File: src/rtl/usb_rx_pkg.sv
`default_nettype none
// ============================================================================
// Module      : usb_rx_pkg
// Description : Shared USB full-speed receiver timing defaults and helpers.
// Revision    : 1.0 - initial release
// ============================================================================
package usb_rx_pkg;

    localparam int DEF_CLKS_PER_BIT  = 8;
    localparam int DEF_SAMPLE_PT     = 4;
    localparam int DEF_STUFF_LIMIT   = 6;
    localparam int DEF_BITS_PER_BYTE = 8;

    // Bits needed to hold values 0..n-1, never less than one.
    function automatic int cnt_width(input int n);
        return (n > 1) ? $clog2(n) : 1;
    endfunction

endpackage
`default_nettype wire

File: src/rtl/flex_counter.sv
`default_nettype none
// ============================================================================
// Module      : flex_counter
// Description : Counter 0..rollover_val with clear, count enable and a
//               rollover flag that is high while the count sits at rollover.
// Revision    : 1.0 - initial release
// ============================================================================
module flex_counter #(
    parameter int NUM_CNT_BITS = 4
) (
    input  logic                    clk,
    input  logic                    rst,
    input  logic                    clear,
    input  logic                    count_enable,
    input  logic [NUM_CNT_BITS-1:0] rollover_val,
    output logic                    rollover_flag
);

    logic [NUM_CNT_BITS-1:0] r_count;

    always_ff @(posedge clk or posedge rst) begin
        if (rst) begin
            r_count <= '0;
        end else if (clear) begin
            r_count <= '0;
        end else if (count_enable) begin
            if (r_count == rollover_val) begin
                r_count <= '0;
            end else begin
                r_count <= r_count + NUM_CNT_BITS'(1);
            end
        end
    end

    assign rollover_flag = (r_count == rollover_val);

endmodule
`default_nettype wire

File: src/rtl/usb_rx_timer.sv
`default_nettype none
// ============================================================================
// Module      : usb_rx_timer
// Description : USB FS receive bit timing: edge-tracked sample strobe,
//               bit-unstuffing with stuff-error flag, byte framing.
// Revision    : 1.0 - initial release
// ============================================================================
module usb_rx_timer
    import usb_rx_pkg::*;
#(
    parameter int CLKS_PER_BIT  = DEF_CLKS_PER_BIT,
    parameter int SAMPLE_PT     = DEF_SAMPLE_PT,
    parameter int STUFF_LIMIT   = DEF_STUFF_LIMIT,
    parameter int BITS_PER_BYTE = DEF_BITS_PER_BYTE
) (
    input  logic clk,
    input  logic rst,
    input  logic enable,
    input  logic d_edge,
    input  logic d_orig,
    output logic shift_enable,
    output logic byte_received,
    output logic stuff_err
);

    localparam int c_ph_w   = cnt_width(CLKS_PER_BIT);
    localparam int c_ones_w = cnt_width(STUFF_LIMIT + 1);
    localparam int c_bits_w = cnt_width(BITS_PER_BYTE);

    localparam logic [c_ph_w-1:0]   c_ph_last     = c_ph_w'(CLKS_PER_BIT - 1);
    localparam logic [c_ph_w-1:0]   c_ph_one      = c_ph_w'(1);
    localparam logic [c_ph_w-1:0]   c_sample_pt   = c_ph_w'(SAMPLE_PT);
    localparam logic [c_ones_w-1:0] c_stuff_limit = c_ones_w'(STUFF_LIMIT);
    localparam logic [c_bits_w-1:0] c_bits_last   = c_bits_w'(BITS_PER_BYTE - 1);

    logic [c_ph_w-1:0]   r_ph;
    logic [c_ph_w-1:0]   w_ph_next;
    logic [c_ones_w-1:0] r_ones;
    logic [c_ones_w-1:0] w_ones_next;
    logic                w_sample;
    logic                w_stuffed;
    logic                w_clear;
    logic                w_bits_roll;
    logic                r_byte_received;
    logic                r_stuff_err;

    always_comb begin
        w_sample     = enable && (r_ph == c_sample_pt);
        w_stuffed    = w_sample && (r_ones == c_stuff_limit);
        shift_enable = w_sample && !w_stuffed;
        w_clear      = !enable;

        // An edge re-centres the bit: the edge cycle itself counts as phase 0.
        if (d_edge || !enable) begin
            w_ph_next = c_ph_one;
        end else if (r_ph == c_ph_last) begin
            w_ph_next = '0;
        end else begin
            w_ph_next = r_ph + c_ph_w'(1);
        end

        w_ones_next = r_ones;
        if (!enable) begin
            w_ones_next = '0;
        end else if (w_sample) begin
            if (w_stuffed || !d_orig) begin
                w_ones_next = '0;
            end else begin
                w_ones_next = r_ones + c_ones_w'(1);
            end
        end
    end

    always_ff @(posedge clk or posedge rst) begin
        if (rst) begin
            r_ph            <= '0;
            r_ones          <= '0;
            r_byte_received <= 1'b0;
            r_stuff_err     <= 1'b0;
        end else begin
            r_ph            <= w_ph_next;
            r_ones          <= w_ones_next;
            r_byte_received <= enable && shift_enable && w_bits_roll;
            r_stuff_err     <= enable && w_stuffed && d_orig;
        end
    end

    flex_counter #(
        .NUM_CNT_BITS (c_bits_w)
    ) u_bit_cnt (
        .clk           (clk),
        .rst           (rst),
        .clear         (w_clear),
        .count_enable  (shift_enable),
        .rollover_val  (c_bits_last),
        .rollover_flag (w_bits_roll)
    );

    assign byte_received = r_byte_received;
    assign stuff_err     = r_stuff_err;

endmodule
`default_nettype wire

File: config.mk
export PLATFORM = sky130hd
export DESIGN_NAME = usb_rx_timer
export DESIGN_NICKNAME = d
export VERILOG_FILES = /design/src/rtl/usb_rx_pkg.sv /design/src/rtl/flex_counter.sv /design/src/rtl/usb_rx_timer.sv
export SDC_FILE = /design/constraint.sdc
export NUM_CORES = 1
export LEC_CHECK = 0
export ABC_AREA = 1
export BUFFER_PORTS_ARGS = -buffer_cell sky130_fd_sc_hd__buf_4
export CORE_AREA = 2 2 39 41
export DETAILED_ROUTE_END_ITERATION = 8
export DIE_AREA = 0 0 41 43
export GPL_ROUTABILITY_DRIVEN = 0
export GPL_TIMING_DRIVEN = 0
export PLACE_DENSITY = 0.61
export SYNTH_ARGS = -nofsm -noshare
export SYNTH_HDL_FRONTEND = slang
export SYNTH_SLANG_ARGS = --single-unit
File: constraint.sdc
create_clock -name clk -period 2.2 [get_ports clk]
set_input_delay 0.44 -clock clk [delete_from_list [all_inputs] [get_ports clk]]
set_output_delay 0.44 -clock clk [all_outputs]
set_load 0.02 [all_outputs]
### Word level (Yosys, flattened, before mapping)

Index checks and enable logic that the tools add are counted.

| word-level totals | value |
|---|---|
| input port bits | 5 |
| register bits after elaboration | 11 |
| output and inout port bits | 3 |
| logic and storage cells | 34 |

| operators by class | value |
|---|---|
| reductions and logical operators | 12 |
| add/sub/neg operators | 3 |
| equality and inequality tests | 6 |
| muxes and demuxes | 8 |

Operators by type and width:

| operator | number |
|---|---|
| $mux 3 | 8 |
| $eq 3x3->1 const B | 4 |
| $add 3x1->3 const B | 3 |
| $logic_and 1x1->1 | 7 |
| $ne 2x1->1 const B | 2 |
| $logic_not 1->1 | 3 |
| $logic_or 1x1->1 | 2 |

### Longest topological paths before layout

Gate-level depths: netlist of the first run.

| logic depth | value |
|---|---|
| depth in word-level cells | 7 |
| gate-level depth with buffers | 7 |
| depth with buffers taken out | 7 |

### Modules after synthesis

From an unflattened synthesis of the first run, not the netlist that was laid out.

| unflattened totals | value |
|---|---|
| cell total of the unflattened synthesis | 76 |
| area, all modules | 633.1 um2 |

By module, submodules not included:

| module | times used | cells an instance | seq. area each (um2) | area an instance (um2) |
|---|---|---|---|---|
| usb_rx_timer | 1 | 46 | 200.2 | 425.4 |
| flex_counter | 1 | 30 | 75.1 | 207.7 |

### Least setup slack after synthesis of the first run

OpenSTA, ideal clock, no wires.

| timing | value |
|---|---|
| path kind | register -> output |
| start | register r_ones[0] |
| end | output shift_enable |
| buffers on the path | 0 |
| cell stages (with the launch flop) | 6 |
| arrival | 963 ps |
| slack | 797 ps |
| required time | 1,760 ps |
| cells stage by stage | dfrtp_1 -> inv_1 -> ha_1 -> nand2_1 -> inv_1 -> nor2_4 |

| between the ends | value |
|---|---|
| cells in the longest elaborated chain, start to end | 4 |

RTL lines:

| element | line | RTL |
|---|---|---|
| from (decl) | usb_rx_timer.sv:38 | `logic [c_ones_w-1:0] r_ones;` |
| from (signal assigned) | usb_rx_timer.sv:82 | `r_ones <= w_ones_next;` |
| $eq 3x3->1 | usb_rx_timer.sv:49 | `w_stuffed = w_sample && (r_ones == c_stuff_limit);` |
| $logic_and 1x1->1 | usb_rx_timer.sv:49 |  |
| $logic_not 1->1 | usb_rx_timer.sv:50 | `shift_enable = w_sample && !w_stuffed;` |
| $logic_and 1x1->1 | usb_rx_timer.sv:50 |  |
| to (decl) | usb_rx_timer.sv:21 | `output logic shift_enable,` |

No other way between the ends.

### Worst setup path after layout of the first run

Ends and elaborated chain as after synthesis.

==> results of run 1 <==
-- per-stage QoR --
stage / utilization [%] / hold slack [ps] / worst slack (ps)
floorplan: - / 292.4 / 796.8
detailed placement: 46.65 / 467.2 / 607.2
finish: 48.55 / 158.9 / 326.0
global placement: 46.65 / 464.3 / 598.2
CTS: 48.55 / 170.2 / 308.3
global route: 48.55 / 204.2 / 232.2
-- report_power, final --
group          total, mW  switching (mW)  internal, mW
logic             0.0237          0.0144       0.00932
clock network      0.140          0.0695        0.0702
registers          0.207         0.00222         0.205
-- metal layers --
layer / share of wire [%] / vias up
met5: 0 / -
met4: 2.0 / 0
met3: 4.9 / 2
met2: 40 / 8
met1: 53 / 164
li1: - / 224
-- kinds of logic (layout without fill, tap and decap cells) --
group / count (synthesis) / after routing / synth area share (%)
and+or+nand+nor: 34 / 34 / 27.07
buffers and inverters: 12 / 23 / 7.860
DFF: 11 / 11 / 48.03
adders and majority gates: 7 / 7 / 15.28
AOI/OAI and AO/OA: 2 / 2 / 1.745
-- path summary, 6_finish.rpt --
| check | end | cells after the start | slack [ps] |
|---|---|---|---|
| worst max-delay path | shift_enable | 6 | 330 |
| min in group clk | r_ph[0] | 3 | 380 |
| worst min register to register | r_ph[0] | 1 | 500 |
| worst max register to register | u_bit_cnt.r_count[0] | 7 | 990 |
| max in group asynchronous | r_ones[0] | 2 | 1740 |
| worst min-delay path | stuff_err | 2 | 160 |
-- flip-flops by register name (all words and copies together), names as in the netlist --
name and flops:
r_ones 3, byte_received 1, u_bit_cnt.r_count 3, stuff_err 1, r_ph 3
-- area by class of cell --
class	instances	area share, %
Sequential cell	11	40.97
Clock buffer	4	3.911
Inverter	12	6.704
Multi-Input combinational cell	43	37.62
Timing Repair Buffer	7	7.821
Tap cell	16	2.980
-- worst register-to-register path, stage by stage (launching register included) --
cell,delay (ps)
dfrtp_1,370
inv_1,60
ha_1,190
nand2_1,100
inv_1,80
nor2_4,180
nand3_1,90
nand2_1,70
-- cell usage in the layout (no fill, tap or decap), drive strengths merged --
| master | Yosys | routed |
|---|---|---|
| a21oi | 1 | 1 |
| buf | 0 | 7 |
| clkbuf | 0 | 4 |
| dfrtp | 11 | 11 |
| ha | 7 | 7 |
| inv | 12 | 12 |
| nand2 | 16 | 16 |
| nand3 | 8 | 8 |
| nor2 | 10 | 10 |
| o21ai | 1 | 1 |
==> summary.txt, run 1 <==
Outcome
  – Outcome: completed

Drt
  – Residual DRC: 0
  – Initial DRC count: 9
  – DR pass1 iterations: 4
  – Total Wirelength: 894 um
  – Post-DRT Antenna Nets: 0
  – Vias: 398
  – WL/cell: 9.613 um
  – Vias per inst: 4.280

Floorplanning
  – Starting Density: 41.41%
  – Row count: 14
  – Die width: 41 um
  – Die area: 1763 um2
  – Core Area: 1384 um2
  – DIE HEIGHT: 43 um
  – Num ports: 8

STA
  – Final setup fails: 0
  – Fin crit period: 1874 ps
  – RSZ-0062 raised after global routing: no
  – Peak Freq: 533.6 MHz
  – Final hold vios: 0
  – Worst slew pin tran: 423.6 ps
  – Slew Viols, Final: 0
  – Max_slew headroom: 71.73%
  – Tcrit/Tclk final: 85.18%
  – TNS Setup: 0 ps
  – Setup Skew: 5.166 ps

Setup path
  – Crit-path cells: inv_1, ha_1, nand2_1, inv_1, nor2_4, buf_4
  – RR Startpoint: r_ones[0]
  – CP Data Arrival Time: 1430 ps
  – Worst Path Required: 1760 ps
  – Critical Path End Type: output pin
  – Crit-path max FO: 7
  – WP buf/inv: 3
  – Top delay family on crit path: flip-flops
  – Crit Path Category: reg2out
  – Most frequent CP cell: inv_1
  – CP Launch Point: r_ones[0]
  – Slowest CP cell: dfrtp_1
  – Worst stage delay on the critical path: 370 ps
  – Crit path launch type: flip-flop

Pwr
  – PnR Total Power: 0.3706 mW
  – PD cells: 551.6 nW/um2
  – Worst IR drop on VDD: 0.2543 mV
  – Leakage: 0.3998 nW

Synth
  – Yosys top cell by area: dfrtp_1
  – Post-synth top area share: 48.03%
  – Seq/Total Area, Yosys: 48.03%
  – Post-synth EDFFs: 0
  – Yosys Warn Count: 0
  – Cell variety after synth: 12
  – Most used standard cell by instance count after synthesis: nand2_1
  – Post-Syn Nets: 78
  – Primary FF master, synth: dfrtp_1
  – Post-Synthesis Cells: 66
  – Top post-synthesis cells by area: dfrtp_1, ha_1, nand2_1
  – Synth cell count leaders: nand2_1, inv_1, dfrtp_1, nor2_1
  – Synth Area per Inst: 8.683 um2
  – Async S/R FF share, synth: 100.0%
  – Cell Area, Synth: 573.1 um2
  – Yosys reg bits: 11

Global routing
  – GR met1 Demand/Resource: 20.20%
  – First-pass GRT wire length: 1462 um
  – GR met2 Demand/Resource: 14.69%
  – Antenna violations before repair: 0
  – Vias in the first global route: 341
  – Gr ovfl total: 0
  – Largest net degree at the start of global routing: 12
  – Global Route met3 Usage: 3.141%
  – Most used routing layer: met1
  – Total track usage: 13.37%

Cells and area
  – Fraction of final layout cells with drive strength greater than 1: 18.18%
  – N_diodes: 0
  – Synthesis-to-layout area growth: 17.25%
  – Fillers: 136
  – Sequential Area: 275.3 um2
  – Area of the multi-input gates: 252.7 um2
  – Nets: 90
  – Design area: 671.9 um2
  – Post-Layout Cell Count: 93

Placement
  – DP HPWL: 670.5 um
  – Placed Area: 645.6 um2
  – IO Port Bufs: 7
  – Placed cell count: 89

Clock tree
  – Clock latency on the worst-skew pair: 270 ps
  – # hold bufs at CTS: 0
  – Post-CTS setup buffers: 0
  – Post-CTS resize count: 0
  – H-Tree Depth: 1
  – Clock Path Buffers: 2
  – Clock buffer count from CTS: 3
  – Clock-pin slew on the worst setup and hold paths: 70 ps
  – CTS tree: yes
  – Sink Count: 11
  – Clock root buffer: clkbuf_4

Flow run
  – MaxCap Viol Count: 0

Min path
  – Worst Hold Class: in2async
Power figures use the tool's default switching activity.
==> inputs of run 2 (changes only) <==
--- a/config.mk
+++ b/config.mk
@@ -12,7 +12,7 @@
 export DIE_AREA = 0 0 41 43
 export GPL_ROUTABILITY_DRIVEN = 0
 export GPL_TIMING_DRIVEN = 0
-export PLACE_DENSITY = 0.61
+export PLACE_DENSITY = 0.63
 export SYNTH_ARGS = -nofsm -noshare
 export SYNTH_HDL_FRONTEND = slang
 export SYNTH_SLANG_ARGS = --single-unit
==> constraint.sdc (replaced) <==
create_clock -name clk -period 1.55 [get_ports clk]
set_input_delay 0.31 -clock clk [delete_from_list [all_inputs] [get_ports clk]]
set_output_delay 0.31 -clock clk [all_outputs]
set_load 0.02 [all_outputs]
==> run 2 against run 1 <==
  * Sequential share of layout area shrank 3.6 points
  * Critical endpoint unchanged
  * Sequential power grew 42%
  * Die area is the same
  * Via count grew 10%
==> summary.txt, run 2 (synthesized netlist as in run 1, its figures left out) <==
Global routing
  – First-pass GRT wire length: 1704 um (was 1462 um)
  – Total track usage: 14.33% (was 13.37%)
  – Vias in the first global route: 412 (was 341)
  – Largest net degree at the start of global routing: 12 (unchanged)
  – Antenna violations before repair: 0 (unchanged)
  – Gr ovfl total: 0 (unchanged)

Setup path
  – Reg2reg path depth: 9 (was 7)
  – R2R setup slack: 270 ps (was 990 ps)
  – CP Data Arrival Time: 1180 ps (was 1430 ps)
  – Crit-path max FO: 2 (was 7)
  – Worst Path Required: 1240 ps (was 1760 ps)
  – Critical Path End Type: output pin (unchanged)
  – RR Startpoint: r_ones[0] (unchanged)
  – Crit path launch type: flip-flop (unchanged)
  – Crit Path Category: reg2out (unchanged)
  – FF-to-FF End: r_ones[0] (was u_bit_cnt.r_count[0])

STA
  – Hold Slack: 36.90 ps (was 158.9 ps)
  – Tcrit/Tclk final: 96.28%
  – TNS Setup: 0 ps (unchanged)
  – Peak Freq: 670.1 MHz
  – Final hold vios: 0 (unchanged)
  – RSZ-0062 raised after global routing: yes (was no)
  – Slew Viols, Final: 0 (unchanged)
  – Max_slew headroom: 71.96% (was 71.73%)
  – Worst slew pin tran: 420.2 ps (was 423.6 ps)
  – Setup Skew: 6.132 ps (was 5.166 ps)
  – Final setup fails: 0 (unchanged)
  – Fin crit period: 1492 ps

Drt
  – Vias: 438 (was 398)
  – Post-DRT Antenna Nets: 0 (unchanged)
  – Total Wirelength: 921 um (was 894 um)
  – Initial DRC count: 6 (was 9)
  – DR pass1 iterations: 4 (unchanged)
  – Vias per inst: 4.380 (was 4.280)
  – Residual DRC: 0 (unchanged)
  – WL/cell: 9.210 um (was 9.613 um)

Clock tree
  – H-Tree Depth: 1 (unchanged)
  – Clock Path Buffers: 2 (unchanged)
  – Sink Count: 11 (unchanged)
  – Clock buffer count from CTS: 3 (unchanged)
  – # hold bufs at CTS: 0 (unchanged)
  – Clock latency on the worst-skew pair: 260 ps (was 270 ps)
  – Clock-pin slew on the worst setup and hold paths: 70 ps (about the same)
  – Clock root buffer: clkbuf_4 (unchanged)
  – CTS tree: yes (unchanged)

Floorplanning
  – Starting Density: 41.41% (unchanged)
  – Die width: 41 um (unchanged)
  – Row count: 14 (unchanged)
  – Num ports: 8 (unchanged)
  – Die area: 1763 um2 (unchanged)
  – DIE HEIGHT: 43 um (unchanged)
  – Core Area: 1384 um2 (unchanged)

Pwr
  – PD cells: 715.5 nW/um2 (was 551.6 nW/um2)
  – Worst IR drop on VDD: 0.4857 mV (was 0.2543 mV)
  – PnR Total Power: 0.5264 mW (was 0.3706 mW)
  – Leakage: 0.4311 nW (was 0.3998 nW)

Cells and area
  – Post-layout util: 53.16% (was 48.55%)
  – Post-Layout Cell Count: 100 (was 93)
  – Top flop regs: r_ones (3), r_ph (3), u_bit_cnt.r_count (3) (unchanged)
  – Synthesis-to-layout area growth: 28.38% (was 17.25%)
  – Most frequent cells in the layout: nand2_1, buf_4, inv_1, dfrtp_1, nor2_1 (was nand2_1, inv_1, dfrtp_1)
  – Commonest non-fill, non-tap cell in the layout: nand2_1 (unchanged)
  – N_diodes: 0 (unchanged)
  – Fraction of final layout cells with drive strength greater than 1: 29.76% (was 18.18%)
  – Nets: 97 (was 90)

Outcome
  – Outcome: completed (unchanged)

Placement
  – DP HPWL: 679.7 um (was 670.5 um)
  – IO Port Bufs: 7 (unchanged)
  – Placed cell count: 89 (unchanged)

Flow run
  – MaxCap Viol Count: 0 (unchanged)

Min path
  – Worst Hold Class: in2async (unchanged)
## run 2: repair_timing
| action | 4_1_cts | 5_1_grt |
|---|---|---|
| setup buffers | 5 | 2 |
| hold endpoints to repair | 0 | 0 |
| pin swaps | 2 | 3 |
| resized for setup | 3 | 2 |
| endpoints found under the setup margin | 1 | 1 |
## run 2: per-stage QoR
stage / area, um2 / worst slack (ps)
CTS: 718.2 / 1.183
detailed placement: 645.6 / 84.76
global placement: 645.6 / 104.9
global route: 735.7 / -12.54
finish: 735.7 / 57.60
floorplan: 573.1 / 276.8
## run 2: layout make-up
type | instances | area (um2)
tap | 16 | 20.02
fill | 132 | 648.1
clock buffer | 4 | 26.28
timing repair buffer | 14 | 108.9
inverter | 12 | 45.04
multi-input combinational | 43 | 260.3
sequential | 11 | 275.3
## run 2: power by group
group / internal [mW] / switching (mW)
clock network: 0.0993 / 0.0920
registers: 0.291 / 0.00279
logic: 0.0190 / 0.0223
## run 2: routing by layer
metal  share of wire [%]  vias up  wire length [um]  GRT usage, %
li1                    -      237                 -             -
met1                  50      194               459         19.73
met2                  44        5               409         20.00
met3                 4.0        2                37         3.141
met4                 1.5        0                14         8.000
met5                   0        -                 0             0
## run 2: worst max-delay path by stage
| stage | slack (ps) | start | endpoint |
|---|---|---|---|
| floorplan | 280 | r_ones[0] | shift_enable |
| global placement | 100 | r_ones[0] | shift_enable |
| detailed placement | 80 | r_ones[0] | shift_enable |
| CTS | 1 | r_ones[0] | shift_enable |
| global route | -10 | r_ph[0] | shift_enable |
| finish | 60 | r_ph[0] | shift_enable |
## run 2: worst max-delay path: stages, from the launching register on
cell     delay [ps]
dfrtp_1         380
inv_1            60
ha_2            180
nand3_2          80
nor2_4          110
buf_6           120
